File: config.mk
export PLATFORM = sky130hd
export DESIGN_NAME = dcache_sram_arb
export DESIGN_NICKNAME = d
export VERILOG_FILES = /design/src/rtl/dcache_sram_arb.sv
export SDC_FILE = /design/constraint.sdc
export NUM_CORES = 1
export LEC_CHECK = 0
export BUFFER_PORTS_ARGS = -buffer_cell sky130_fd_sc_hd__clkbuf_2
export CELL_PAD_IN_SITES_DETAIL_PLACEMENT = 1
export CELL_PAD_IN_SITES_GLOBAL_PLACEMENT = 1
export CORE_MARGIN = 3
export CORE_UTILIZATION = 24
export DETAILED_ROUTE_END_ITERATION = 10
export HOLD_SLACK_MARGIN = 0.1
export PLACE_DENSITY = 0.95
export SLEW_MARGIN = 15
export SYNTH_ARGS = -nofsm -noshare
export SYNTH_HDL_FRONTEND = slang
export SYNTH_SLANG_ARGS = --single-unit
File: constraint.sdc
create_clock -name clk -period 5.1 [get_ports clk]
set_clock_uncertainty 0.05 [all_clocks]
set_input_delay 1.02 -clock clk [delete_from_list [all_inputs] [get_ports clk]]
set_output_delay 1.02 -clock clk [all_outputs]
set_load 0.01 [all_outputs]
File: src/rtl/dcache_sram_arb.sv
// ---------------------------------------------------------------------------
// dcache_sram_arb
//
// Controller and arbiter for the byte-enabled dcache data SRAM (simple
// dual-port, 1-cycle read latency). Three users share the single write port:
//   - the CPU load/store port (single-word read or byte-masked write),
//   - a line-refill engine streaming LINE_WORDS beats into one aligned line,
//   - a clear sequencer that zeroes the whole array (after reset or on demand).
// The read port belongs to the CPU alone. Reads are always addressed by
// cpu_addr; the grant decides whether the access counts.
//
// Ports
//   clk, rst_n                 clock, asynchronous active-low reset
//   cpu_req/we/addr/wdata/be   CPU access request (held until cpu_gnt)
//   cpu_gnt                    combinational grant, access happens this cycle
//   cpu_rvalid/cpu_rdata       read result, one cycle after a granted read
//   rf_req/rf_addr/rf_ack      refill start handshake
//   rf_wvalid/rf_wdata         refill data beats
//   rf_wready/rf_done          refill beat acceptance / last-beat pulse
//   clr_req/clr_done           clear-array request / sweep-finished pulse
//   busy                       high in INIT, REFILL or CLEAR
//   ram_wr_*                   SRAM write port
//   ram_rd_addr/ram_rd_data    SRAM read port
// ---------------------------------------------------------------------------
module dcache_sram_arb #(
    parameter int ADDR_WIDTH = 9,
    parameter int DATA_WIDTH = 32,
    parameter int BE_WIDTH   = 4,
    parameter int LINE_WORDS = 4,
    parameter int INIT_CLEAR = 1
) (
    input  logic                  clk,
    input  logic                  rst_n,
    // CPU port
    input  logic                  cpu_req,
    input  logic                  cpu_we,
    input  logic [ADDR_WIDTH-1:0] cpu_addr,
    input  logic [DATA_WIDTH-1:0] cpu_wdata,
    input  logic [BE_WIDTH-1:0]   cpu_be,
    output logic                  cpu_gnt,
    output logic                  cpu_rvalid,
    output logic [DATA_WIDTH-1:0] cpu_rdata,
    // refill engine
    input  logic                  rf_req,
    input  logic [ADDR_WIDTH-1:0] rf_addr,
    output logic                  rf_ack,
    input  logic                  rf_wvalid,
    input  logic [DATA_WIDTH-1:0] rf_wdata,
    output logic                  rf_wready,
    output logic                  rf_done,
    // clear sequencer
    input  logic                  clr_req,
    output logic                  clr_done,
    output logic                  busy,
    // SRAM
    output logic                  ram_wr_en,
    output logic [ADDR_WIDTH-1:0] ram_wr_addr,
    output logic [DATA_WIDTH-1:0] ram_wr_data,
    output logic [BE_WIDTH-1:0]   ram_wr_byte_en,
    output logic [ADDR_WIDTH-1:0] ram_rd_addr,
    input  logic [DATA_WIDTH-1:0] ram_rd_data
);

    localparam int LW_BITS   = $clog2(LINE_WORDS);
    localparam int LINE_BITS = ADDR_WIDTH - LW_BITS;

    typedef enum logic [1:0] {
        ST_INIT   = 2'd0,
        ST_IDLE   = 2'd1,
        ST_REFILL = 2'd2,
        ST_CLEAR  = 2'd3
    } state_t;

    localparam state_t RST_STATE = state_t'((INIT_CLEAR != 0) ? ST_INIT : ST_IDLE);

    state_t                 r_state;
    state_t                 w_state_nxt;
    logic [ADDR_WIDTH-1:0]  r_cnt;
    logic [ADDR_WIDTH-1:0]  w_cnt_nxt;
    logic [LINE_BITS-1:0]   r_line;
    logic [LINE_BITS-1:0]   w_line_nxt;
    logic                   r_rvalid;

    logic                   w_cnt_last;
    logic                   w_beat_last;
    logic                   w_cpu_rd;
    logic                   w_cpu_wr;
    logic [LINE_BITS-1:0]   w_cpu_line;
    logic [LINE_BITS-1:0]   w_rf_line;

    logic                   w_gnt;
    logic                   w_rf_ack;
    logic                   w_rf_wready;
    logic                   w_rf_done;
    logic                   w_clr_done;
    logic                   w_busy;
    logic                   w_wr_en;
    logic [ADDR_WIDTH-1:0]  w_wr_addr;
    logic [DATA_WIDTH-1:0]  w_wr_data;
    logic [BE_WIDTH-1:0]    w_wr_be;

    // Offset bits of rf_addr are dropped: the refill always covers the whole line.
    logic                   w_unused_rf_offset;
    assign w_unused_rf_offset = ^rf_addr[LW_BITS-1:0];

    assign w_cnt_last  = (r_cnt == {ADDR_WIDTH{1'b1}});
    assign w_beat_last = (r_cnt[LW_BITS-1:0] == LW_BITS'(LINE_WORDS - 1));
    assign w_cpu_rd    = cpu_req & ~cpu_we;
    assign w_cpu_wr    = cpu_req &  cpu_we;
    assign w_cpu_line  = cpu_addr[ADDR_WIDTH-1:LW_BITS];
    assign w_rf_line   = rf_addr[ADDR_WIDTH-1:LW_BITS];

    // State register with sweep/beat counter and latched refill line.
    always_ff @(posedge clk or negedge rst_n) begin
        if (!rst_n) begin
            r_state <= RST_STATE;
            r_cnt   <= {ADDR_WIDTH{1'b0}};
            r_line  <= {LINE_BITS{1'b0}};
        end else begin
            r_state <= w_state_nxt;
            r_cnt   <= w_cnt_nxt;
            r_line  <= w_line_nxt;
        end
    end

    // Next-state logic: sweep progress, refill beat counting, IDLE arbitration.
    always_comb begin
        w_state_nxt = r_state;
        w_cnt_nxt   = r_cnt;
        w_line_nxt  = r_line;
        case (r_state)
            ST_INIT, ST_CLEAR: begin
                if (w_cnt_last) begin
                    w_state_nxt = ST_IDLE;
                    w_cnt_nxt   = {ADDR_WIDTH{1'b0}};
                end else begin
                    w_cnt_nxt   = r_cnt + ADDR_WIDTH'(1);
                end
            end
            ST_IDLE: begin
                if (rf_req) begin
                    w_state_nxt = ST_REFILL;
                    w_cnt_nxt   = {ADDR_WIDTH{1'b0}};
                    w_line_nxt  = w_rf_line;
                end else if (clr_req) begin
                    w_state_nxt = ST_CLEAR;
                    w_cnt_nxt   = {ADDR_WIDTH{1'b0}};
                end else begin
                    w_state_nxt = ST_IDLE;
                end
            end
            ST_REFILL: begin
                // Gaps (rf_wvalid=0) simply hold the counter.
                if (rf_wvalid) begin
                    if (w_beat_last) begin
                        w_state_nxt = ST_IDLE;
                        w_cnt_nxt   = {ADDR_WIDTH{1'b0}};
                    end else begin
                        w_cnt_nxt   = r_cnt + ADDR_WIDTH'(1);
                    end
                end else begin
                    w_cnt_nxt = r_cnt;
                end
            end
            default: begin
                w_state_nxt = RST_STATE;
                w_cnt_nxt   = {ADDR_WIDTH{1'b0}};
            end
        endcase
    end

    // Output decode: CPU grant, handshake pulses and the single write-port mux.
    always_comb begin
        w_gnt       = 1'b0;
        w_rf_ack    = 1'b0;
        w_rf_wready = 1'b0;
        w_rf_done   = 1'b0;
        w_clr_done  = 1'b0;
        w_busy      = 1'b0;
        w_wr_en     = 1'b0;
        w_wr_addr   = cpu_addr;
        w_wr_data   = cpu_wdata;
        w_wr_be     = cpu_be;
        if (!rst_n) begin
            // Everything stays quiet while reset is held, so an aborted
            // refill or sweep leaves no trailing write or done pulse.
            w_busy = (RST_STATE != ST_IDLE);
        end else begin
            case (r_state)
                ST_INIT, ST_CLEAR: begin
                    w_busy     = 1'b1;
                    w_wr_en    = 1'b1;
                    w_wr_addr  = r_cnt;
                    w_wr_data  = {DATA_WIDTH{1'b0}};
                    w_wr_be    = {BE_WIDTH{1'b1}};
                    w_clr_done = w_cnt_last;
                end
                ST_IDLE: begin
                    if (rf_req) begin
                        // A read may proceed unless it hits the line about to be overwritten.
                        w_rf_ack = 1'b1;
                        w_gnt    = w_cpu_rd & (w_cpu_line != w_rf_line);
                    end else if (clr_req) begin
                        w_gnt    = w_cpu_rd;
                    end else begin
                        w_gnt    = cpu_req;
                        w_wr_en  = w_cpu_wr;
                    end
                end
                ST_REFILL: begin
                    w_busy      = 1'b1;
                    w_rf_wready = 1'b1;
                    w_gnt       = w_cpu_rd & (w_cpu_line != r_line);
                    if (rf_wvalid) begin
                        // Aligned base: the offset field alone walks the line, no carry.
                        w_wr_en   = 1'b1;
                        w_wr_addr = {r_line, r_cnt[LW_BITS-1:0]};
                        w_wr_data = rf_wdata;
                        w_wr_be   = {BE_WIDTH{1'b1}};
                        w_rf_done = w_beat_last;
                    end else begin
                        w_wr_en   = 1'b0;
                    end
                end
                default: begin
                    w_busy = 1'b1;
                end
            endcase
        end
    end

    // Read-valid flag: one cycle after any granted read.
    always_ff @(posedge clk or negedge rst_n) begin
        if (!rst_n) begin
            r_rvalid <= 1'b0;
        end else begin
            r_rvalid <= w_gnt & ~cpu_we;
        end
    end

    assign cpu_gnt        = w_gnt;
    assign cpu_rvalid     = r_rvalid;
    assign cpu_rdata      = ram_rd_data;
    assign rf_ack         = w_rf_ack;
    assign rf_wready      = w_rf_wready;
    assign rf_done        = w_rf_done;
    assign clr_done       = w_clr_done;
    assign busy           = w_busy;
    assign ram_wr_en      = w_wr_en;
    assign ram_wr_addr    = w_wr_addr;
    assign ram_wr_data    = w_wr_data;
    assign ram_wr_byte_en = w_wr_be;
    assign ram_rd_addr    = cpu_addr;

endmodule

Word level (Yosys, flattened, before mapping)

Index checks and enable logic that the tools add are counted.

Flip-flop bits (word level): 19
Input port bits: 125
Output and inout bits: 94
Word-level logic and storage cells: 70

Add/sub/neg operators: 1
Eq/ne operators: 11
Mux-type cells: 42
Bitwise gates (word level): 6
Reduce and logical (&&, ||, !) cells: 6

Operators with widths:

| operator                                            | number |
|---|---|
| two-way mux 32 bit                                  | 2 |
| case mux 32 bit (2 select lines)                    | 1 |
| two-way mux 9 bit                                   | 7 |
| case mux 9 bit (3 select lines)                     | 1 |
| two-way mux 1 bit                                   | 19 |
| case mux 9 bit (2 select lines)                     | 1 |
| != test 7 bit                                       | 2 |
| two-way mux 2 bit                                   | 5 |
| adder 9 x 1 -> 9 bit, second input constant         | 1 |
| equality test 9 bit, second input constant          | 1 |
| two-way mux 4 bit                                   | 2 |
| case mux 4 bit (2 select lines)                     | 1 |
| equality test 2 bit, second input constant          | 3 |
| != test 2 bit, second input constant                | 3 |
| case mux 2 bit (3 select lines)                     | 1 |
| bitwise AND 1 bit                                   | 5 |
| AND reduction 2 bit                                 | 2 |
| != test 3 bit, second input constant                | 1 |
| case mux 1 bit (3 select lines)                     | 1 |
| AND reduction 3 bit                                 | 1 |
| OR reduction 3 bit                                  | 1 |
| equality test 2 x 1 -> 1 bit, second input constant | 1 |
| logical NOT 2 bit                                   | 1 |
| case mux 1 bit (2 select lines)                     | 1 |
| other kinds (2)                                     | 2 |

Logic depth before layout (Yosys ltp)

Gate-level depths: netlist of the first run.

Word-level depth: 7
Mapped depth: 9
Depth with buffers taken out: 9

Least setup slack after synthesis of the first run

OpenSTA, ideal clock, no wires.

Path kind: input to output
From: in rst_n
To: out ram_wr_data[21]
Arrival: 1.938 ns
Required time: 4.030 ns
Setup slack: 2.092 ns
Stages: 5
Path buffers: 2
Cell sequence: nor2b_2 > and3_1 > buf_2 > buf_4 > a22o_1

Cells in the longest elaborated chain, start to end: 1

Ends and longest elaborated chain:

| what               | line | RTL |
|---|---|---|
| start, declared    | 33   | `input logic rst_n,` |
| two-way mux 32 bit | 184  | `if (!rst_n) begin` |
| end, declared      | 58   | `output logic [DATA_WIDTH-1:0] ram_wr_data,` |

No other way between the ends.

Worst setup path in the final report of the first run

From: in rf_wvalid
To: out ram_wr_data[23]

Cells in the longest elaborated chain, start to end: 3

Ends and longest elaborated chain:

| what                             | line | RTL |
|---|---|---|
| start, declared                  | 47   | `input logic rf_wvalid,` |
| two-way mux 32 bit               | 214  | `if (rf_wvalid) begin` |
| case mux 32 bit (2 select lines) | 189  | `case (r_state)` |
| two-way mux 32 bit               | 184  |  |

No other way between the ends.

==> results of run 1 <==
[path summary, 6_finish.rpt]
kind | from | to | slack, ns | depth (start not counted)
max reg2reg | r_cnt[0] | r_state[1] | 2.68 | 8
min in group asynchronous | rst_n | r_state[1] | 0.69 | 2
min | r_cnt[8] | r_cnt[8] | 0.49 | 1
max in group asynchronous | rst_n | r_line[3] | 4.07 | 2
min reg2reg | r_cnt[8] | r_cnt[8] | 0.49 | 1
max | rf_wvalid | ram_wr_data[23] | 1.26 | 6
[per-stage QoR]
step / power [mW] / cell area (um2) / setup WS [ns] / cells / util
after floorplan: 0.2315 / 2012 / 2.092 / 229 / -
after global placement: 0.2734 / 2551 / 1.325 / 434 / 0.3218
after detailed placement: 0.2764 / 2551 / 1.251 / 434 / 0.3218
after CTS: 0.3815 / 2596 / 1.239 / 438 / 0.3275
after global routing: 0.3999 / 2596 / 1.074 / 438 / 0.3275
final: 0.3791 / 2596 / 1.261 / 438 / 0.3275
[layout make-up]
class / count / area share
tap: 102 / 0.04916
timing repair buffer: 155 / 0.3017
sequential: 19 / 0.1831
inverter: 12 / 0.01735
multi-input combinational: 146 / 0.4313
clock buffer: 4 / 0.01735
[cell families (layout without fill, tap and decap cells)]
logic type / after synthesis / count (layout)
flops: 19 / 19
simple gates: 47 / 47
fa+ha+maj: 6 / 6
xor+xnor: 16 / 16
buf+inv: 64 / 171
mux: 8 / 8
compound gates: 69 / 69
[registers in the layout (all words and copies together), names as in the netlist]
signal / cells
r_cnt: 9
r_state: 2
r_line: 7
cpu_rvalid: 1
[report_power, final]
group / internal, mW / switching [mW]
combinational: 0.0601 / 0.0621
clock: 0.0555 / 0.0509
sequential: 0.151 / 0
total: 0.266 / 0.113
[cells in the final DEF, fill, tap and decap left out, types with 2 or more instances in the layout]
cell type and n:
a22o_1 34, xor2_1 3, clkbuf_8 3, a32o_1 2
nor2b_1 2, mux2_2 7, o21ai_0 10, o41ai_1 3
buf_4 3, nor2_1 5, inv_1 12, nor4_1 2
ha_1 6, a21boi_0 2, nand4_1 4, and3_1 4
o21a_1 2, xnor2_1 13, a222oi_1 7, a21o_1 4
nand2b_1 2, clkbuf_2 152, nand2_1 13, nand3_1 5
a21oi_1 3, dfrtp_1 19
[routing by layer]
layer,up-vias,track usage,routed length [um]
li1,1024,-,-
met4,0,0.04792,157
met1,1045,0.1988,3371
met3,18,0.03015,577
met2,125,0.2720,3922
met5,-,0,0
[worst register-to-register path, stage by stage, from the launching register on]
cell      delay (ns)
dfrtp_1         0.46
ha_1            0.28
and3_1          0.25
nand3_1         0.12
nor2_1          0.14
ha_1            0.17
nand2b_1        0.26
a21boi_0        0.39
mux2i_1         0.24
==> impl_metrics.ini, run 1 <==
[worst_setup_path]
cp_top_family = simple AND/OR/NAND/NOR gates
startpoint_type = input pin
critPathMostFrequentCell = clkbuf_2
worstPathCellList = clkbuf_2 -> or2b_1 -> nand2_1 -> buf_4 -> a22o_1 -> clkbuf_2
crit_fanout = 22
end_kind = primary output
arrival_ns = 2.77
critPathSlowestCell = nand2_1
critical_path_required_ns = 4.03
crit_buf_inv = 3
slowest_delay_ns = 0.61
critPathKind = input pin to primary output

[synth]
synth_edf_count = 0
ys_seq_area_frac = 0.2363
yosysTopAreaCellShare = 0.2363
synth_fa_ha_area_frac = 0.03731
synth_cell_types = 40
yosysMostFrequentCell = buf_4
yosys_warnings = 0
synth_mux_area_frac = 0.04415
syn_area_per_cell_um2 = 8.786
synth_area_um2 = 2012
synthXorXnorAreaFrac = 0.06965
synthSimpleGateAreaFrac = 0.1300
synth_common_cells = 43 x buf_4, 34 x a22o_1, 19 x dfrtp_1, 13 x nand2_1, 13 x xnor2_1
synth-compound-area-share = 0.2755
synth.area.top_cells = dfrtp_1 24%, buf_4 16%, a22o_1 15%
synth_top_area_cell = dfrtp_1
syn_inst = 229
syn_nets = 360
synth-async-reset-ratio = 1.000
synth_top_family_by_area = compound AO/OA/AOI/OAI gates
synthFlopType = dfrtp_1
synth-seq-cells = 19

[cts]
clk_latency_ns = 0.26
cts.clk_slew.worst_paths_ns = 0.08
ctsHoldBuffers = 0
root_buffer = clkbuf_8
cts.sinks = 19
cts_tree = built
postCtsSetupBuffers = 0
cts.htree.levels = 1
cts-resized-gates = 0
cts_max_path_buffers = 2
cts_made_buffers = 3

[timing]
rsz0062_at_grt = no
timing.final.hold_violations = 0
min_period_over_period = 0.7528
worstMarginPinSlew_ns = 0.8107
finalMaxSlewViolations = 0
final-setup-viol-count = 0
holdWs_ns = 0.4914
max_freq_mhz = 260.5
slew_headroom = 0.4582
final.setup.tns_ns = 0
period_minus_slack_ns = 3.839

[outcome]
status = complete, no violations

[power_and_ir_drop]
p_leak_nw = 1.461
ir_drop_mv = 0.1193
power_density_nw_per_um2 = 146.0

[floorplan]
ios = 219
start_util = 0.2538
fp.coreArea_um2 = 7928
die_x_um = 97.56
die_height_um = 97.56
dieArea_um2 = 9518
fp-row-count = 32

[grt]
grt_antenna_before_repair = 0
grt_max_degree = 26
grt_pass1_vias = 2323
grt_overflow = 0
track_usage = 0.1580
grt_first_pass_wirelength_mm = 12.36

[worst_hold_path]
hp-class = flip-flop to flip-flop

[flow_run]
drv_cap = 0

[detailed_routing]
vias = 2212
wirelength_mm = 8.029
avgViaCountPerCell = 5.050
drtAntennaViolNets = 0
drc = 0
first_pass_iters = 5
drt_iter0_drc = 80
wl_per_cell_um = 18.33

[cells_and_area]
fillers = 1012
multi_input_area_um2 = 1120
final-seq-area_um2 = 475.5
drive_above_1_share = 0.5000
nNetsFinal = 468
insertedDiodeCount = 0
area_growth_pct = 29.04

[placed_design]
dp_hpwl_mm = 6.850
place_congestion = 0.8747
numPortBuffers = 152
(Power assumes the default switching activity.)
==> inputs of run 2 (changes only) <==
CORE_UTILIZATION = 22   (was 24)
PLACE_DENSITY = 0.89   (was 0.95)
clock period = 3.56 ns   (was 5.1 ns; I/O delays follow)
==> impl_metrics.ini, run 2 (synthesized netlist as in run 1, its figures left out) <==
[grt]
grt_max_degree = 30
grt_antenna_before_repair = 0
grt_overflow = 0
grt_first_pass_wirelength_mm = 11.92
track_usage = 0.1477
grt_pass1_vias = 2283

[timing]
max_freq_mhz = 333.1
min_period_over_period = 0.8433
period_minus_slack_ns = 3.002
worstMarginPinSlew_ns = 0.5528
timing.final.hold_violations = 0
slew_headroom = 0.6307
rsz0062_at_grt = no
final.setup.tns_ns = 0
fin_ws_ns = 0.5580
finalMaxSlewViolations = 0
holdWs_ns = 0.4155
final-setup-viol-count = 0

[worst_setup_path]
regToRegSetupSlack_ns = 1.10
critical_path_required_ns = 2.80
crit_buf_inv = 2
arrival_ns = 2.24
startpoint_type = flip-flop
r2r_cells = 8
r2r-start = r_cnt[1]
critPathKind = flip-flop to primary output
critPathSlowestCell = nor3b_1
worstPathCellList = inv_1 -> ha_1 -> nor3b_1 -> nand3_1 -> a21boi_0 -> clkbuf_2
worstReg2RegEnd = r_state[1]
crit_path_start = r_state[1]
end_kind = primary output
slowest_delay_ns = 0.51
cp_top_family = simple AND/OR/NAND/NOR gates
crit_fanout = 7

[floorplan]
start_util = 0.2285
die_x_um = 101.6
die_height_um = 101.6
ios = 219
fp.coreArea_um2 = 8806
fp-row-count = 34
dieArea_um2 = 10330

[detailed_routing]
avgViaCountPerCell = 4.991
vias = 2226
drt_iter0_drc = 92
wl_per_cell_um = 18.46
drtAntennaViolNets = 0
drc = 0
wirelength_mm = 8.231
first_pass_iters = 4

[cts]
cts.clk_slew.worst_paths_ns = 0.07
cts_max_path_buffers = 2
cts.htree.levels = 1
root_buffer = clkbuf_8
postCtsSetupBuffers = 0
cts.sinks = 19
ctsHoldBuffers = 0
cts_made_buffers = 3
cts-resized-gates = 0
cts_tree = built
clk_latency_ns = 0.26

[cells_and_area]
top_regs = r_cnt (9), r_line (7), r_state (2)
multi_input_area_um2 = 1120
area_growth_pct = 30.16
nNetsFinal = 470
top_register = r_cnt
largest_reg_flops = 9
fillers = 1109
drive_above_1_share = 0.5030
insertedDiodeCount = 0
layout_common_cells = 152 x clkbuf_2, 34 x a22o_1, 19 x dfrtp_1
final-seq-area_um2 = 475.5
final_common_cell = clkbuf_2

[worst_hold_path]
hp-class = input pin to asynchronous set/reset pin

[power_and_ir_drop]
ir_drop_mv = 0.1953
power_density_nw_per_um2 = 210.4
p_leak_nw = 1.472

[flow_run]
drv_cap = 0

[placed_design]
pre_cts_ws_ns = 0.7368
dp_hpwl_mm = 6.973
numPortBuffers = 152
place_congestion = 0.8275

[outcome]
status = complete, no violations
==> run 2: final cells by class <==
cell class                      instances  share of cell area
Multi-Input combinational cell        146              0.4276
Inverter                               12             0.01720
Clock buffer                            4             0.01720
Timing Repair Buffer                  157              0.3048
Tap cell                              108             0.05160
Sequential cell                        19              0.1816
==> run 2: per-stage QoR <==
step                      utilization  total power, mW  instance area [um2]  instances
after floorplan                     -           0.3316                 2012        229
after global placement         0.2923           0.3945                 2574        442
after detailed placement       0.2923           0.3987                 2574        442
after CTS                      0.2974           0.5543                 2619        446
after global routing           0.2974           0.5798                 2619        446
final                          0.2974           0.5509                 2619        446
==> run 2: per-layer routing <==
metal	part of all wire	track usage	wire [um]	up-vias
li1	-	-	-	1026
met1	0.41	0.1923	3411	1069
met2	0.49	0.2460	4008	109
met3	0.073	0.02479	603	22
met4	0.025	0.05215	208	0
met5	0	0	0	-
==> run 2: report_power, final <==
group | switching [mW] | leakage [nW] | internal (mW)
Clock | 0.0783 | 0.0228 | 0.0799
Combinational | 0.0903 | 1.21 | 0.0868
Sequential | 0 | 0.240 | 0.216
==> run 2: worst max-delay path by stage <==
stage / slack [ns] / depth (start not counted) / end
finish: 0.56 / 6 / ram_wr_en
global route: 0.34 / 6 / ram_wr_en
CTS: 0.51 / 6 / ram_wr_en
detailed placement: 0.74 / 7 / ram_wr_addr[3]
global placement: 0.80 / 5 / ram_wr_en
floorplan: 1.17 / 5 / ram_wr_data[21]
==> inputs of run 3 (changes only) <==
CORE_UTILIZATION = 20   (was 22)
PLACE_DENSITY = 0.86   (was 0.89)
clock period = 2.43 ns   (was 3.56 ns; I/O delays follow)
==> impl_metrics.ini, run 3 (synthesized netlist as in run 1, its figures left out) <==
[outcome]
status = finished with violations
violations = setup timing

[cells_and_area]
layout_common_cells = 145 x clkbuf_2, 34 x a22o_1, 18 x dfrtp_1, 18 x buf_4, 13 x xnor2_1
nNetsFinal = 488
area_growth_pct = 44.40
insertedDiodeCount = 0
largest_reg_flops = 9
fin_util = 0.3057
final_cells = 485
drive_above_1_share = 0.5590
top_regs = r_cnt (9), r_line (7), r_state (2)
final_common_cell = clkbuf_2
top_register = r_cnt
fillers = 1200

[floorplan]
start_util = 0.2117
fp.coreArea_um2 = 9503
die_x_um = 106.3
die_height_um = 106.3
fp-row-count = 35
ios = 219
dieArea_um2 = 11300

[cts]
ctsHoldBuffers = 0
root_buffer = clkbuf_8
cts_tree = built
clk_latency_ns = 0.27
cts.sinks = 19
cts_max_path_buffers = 2
cts.htree.levels = 1
cts_made_buffers = 3
cts.clk_slew.worst_paths_ns = 0.08

[placed_design]
dp_hpwl_mm = 7.437
place_inst = 472
place_congestion = 0.8736
pre_cts_ws_ns = 0.09196
numPortBuffers = 152

[worst_setup_path]
critPathKind = flip-flop to primary output
slowest_delay_ns = 0.39
r2r_cells = 9
cp.depth = 8
end_kind = primary output
worstPathCellList = buf_4 -> ha_4 -> nor2b_4 -> and3_4 -> buf_12 -> buf_8 -> a22o_1 -> clkbuf_2
critical_path_required_ns = 1.89
arrival_ns = 1.95
critPathSlowestCell = dfrtp_1
cp_top_family = buffers and inverters
startpoint_type = flip-flop
crit_fanout = 9
crit_buf_inv = 4

[grt]
grt_pass1_vias = 2507
track_usage = 0.1523
grt_overflow = 0
grt_first_pass_wirelength_mm = 13.66
grt_antenna_before_repair = 0
grt_max_degree = 42

[timing]
timing.final.hold_violations = 0
fin_ws_ns = -0.05112
finalMaxSlewViolations = 0
max_freq_mhz = 403.0
worstMarginPinSlew_ns = 0.5071
rsz0062_at_grt = yes
min_period_over_period = 1.021
slew_headroom = 0.6607
period_minus_slack_ns = 2.481
final-setup-viol-count = 10

[detailed_routing]
vias = 2322
drt_iter0_drc = 129
drc = 0
drtAntennaViolNets = 0
wirelength_mm = 9.063
avgViaCountPerCell = 4.788
first_pass_iters = 5
wl_per_cell_um = 18.69

[power_and_ir_drop]
ir_drop_mv = 0.1893
power_density_nw_per_um2 = 279.7
p_leak_nw = 1.594

[flow_run]
drv_cap = 0

[worst_hold_path]
hp-class = input pin to asynchronous set/reset pin
run 3: path summary, 6_finish.rpt:
| path | from | to | slack (ns) |
|---|---|---|---|
| max | r_state[0] | ram_wr_data[9] | -0.05 |
| min | rst_n | r_line[6] | 0.19 |
| min in group clk | rf_addr[8] | r_line[6] | 0.43 |
| max in group asynchronous | rst_n | r_cnt[3] | 1.96 |
| max reg2reg | r_state[0] | r_cnt[3] | 0.19 |
| min reg2reg | r_cnt[8] | r_cnt[8] | 0.51 |
run 3: cell type report:
type | count | area (um2) | area share
clock buffers | 3 | 41.29 | 0.01421
clock inverters | 1 | 5.005 | 0.001723
well taps | 129 | 161.4 | 0.05556
repair buffers | 175 | 1006 | 0.3463
inverters | 12 | 45.04 | 0.01550
flip-flops and latches | 19 | 476.7 | 0.1641
multi-input cells | 146 | 1170 | 0.4027
run 3: where the power goes:
part	switching [mW]	internal, mW	total, mW
registers	0	0.316	0.316
logic	0.134	0.133	0.267
clock network	0.115	0.114	0.230
total	0.250	0.563	0.813
run 3: metal layers:
metal	global-route usage	vias to the layer above	wire (um)
met3	0.02368	23	706
met5	0	-	0
met4	0.04810	0	184
li1	-	1062	-
met2	0.2643	126	4472
met1	0.1927	1111	3700
run 3: repair_timing:
| item | 4_1_cts | 5_1_grt |
|---|---|---|
| pin swaps | 5 | 7 |
| hold endpoints to repair | 0 | 0 |
| endpoints found under the setup margin | 48 | 48 |
| gates resized for setup | 12 | 14 |
| gates cloned | 2 | 0 |
| setup buffers | 5 | 2 |
run 3: through the flow:
step | total power [mW] | hold slack (ns) | instance area [um2] | TNS (ns)
floorplan | 0.4858 | 0.1404 | 2012 | 0
global placement | 0.5810 | 0.4378 | 2693 | 0
detailed placement | 0.5882 | 0.4740 | 2693 | 0
CTS | 0.8226 | 0.1902 | 2882 | -0.7857
global route | 0.8547 | 0.2039 | 2905 | -2.987
finish | 0.8126 | 0.1875 | 2905 | -0.2783
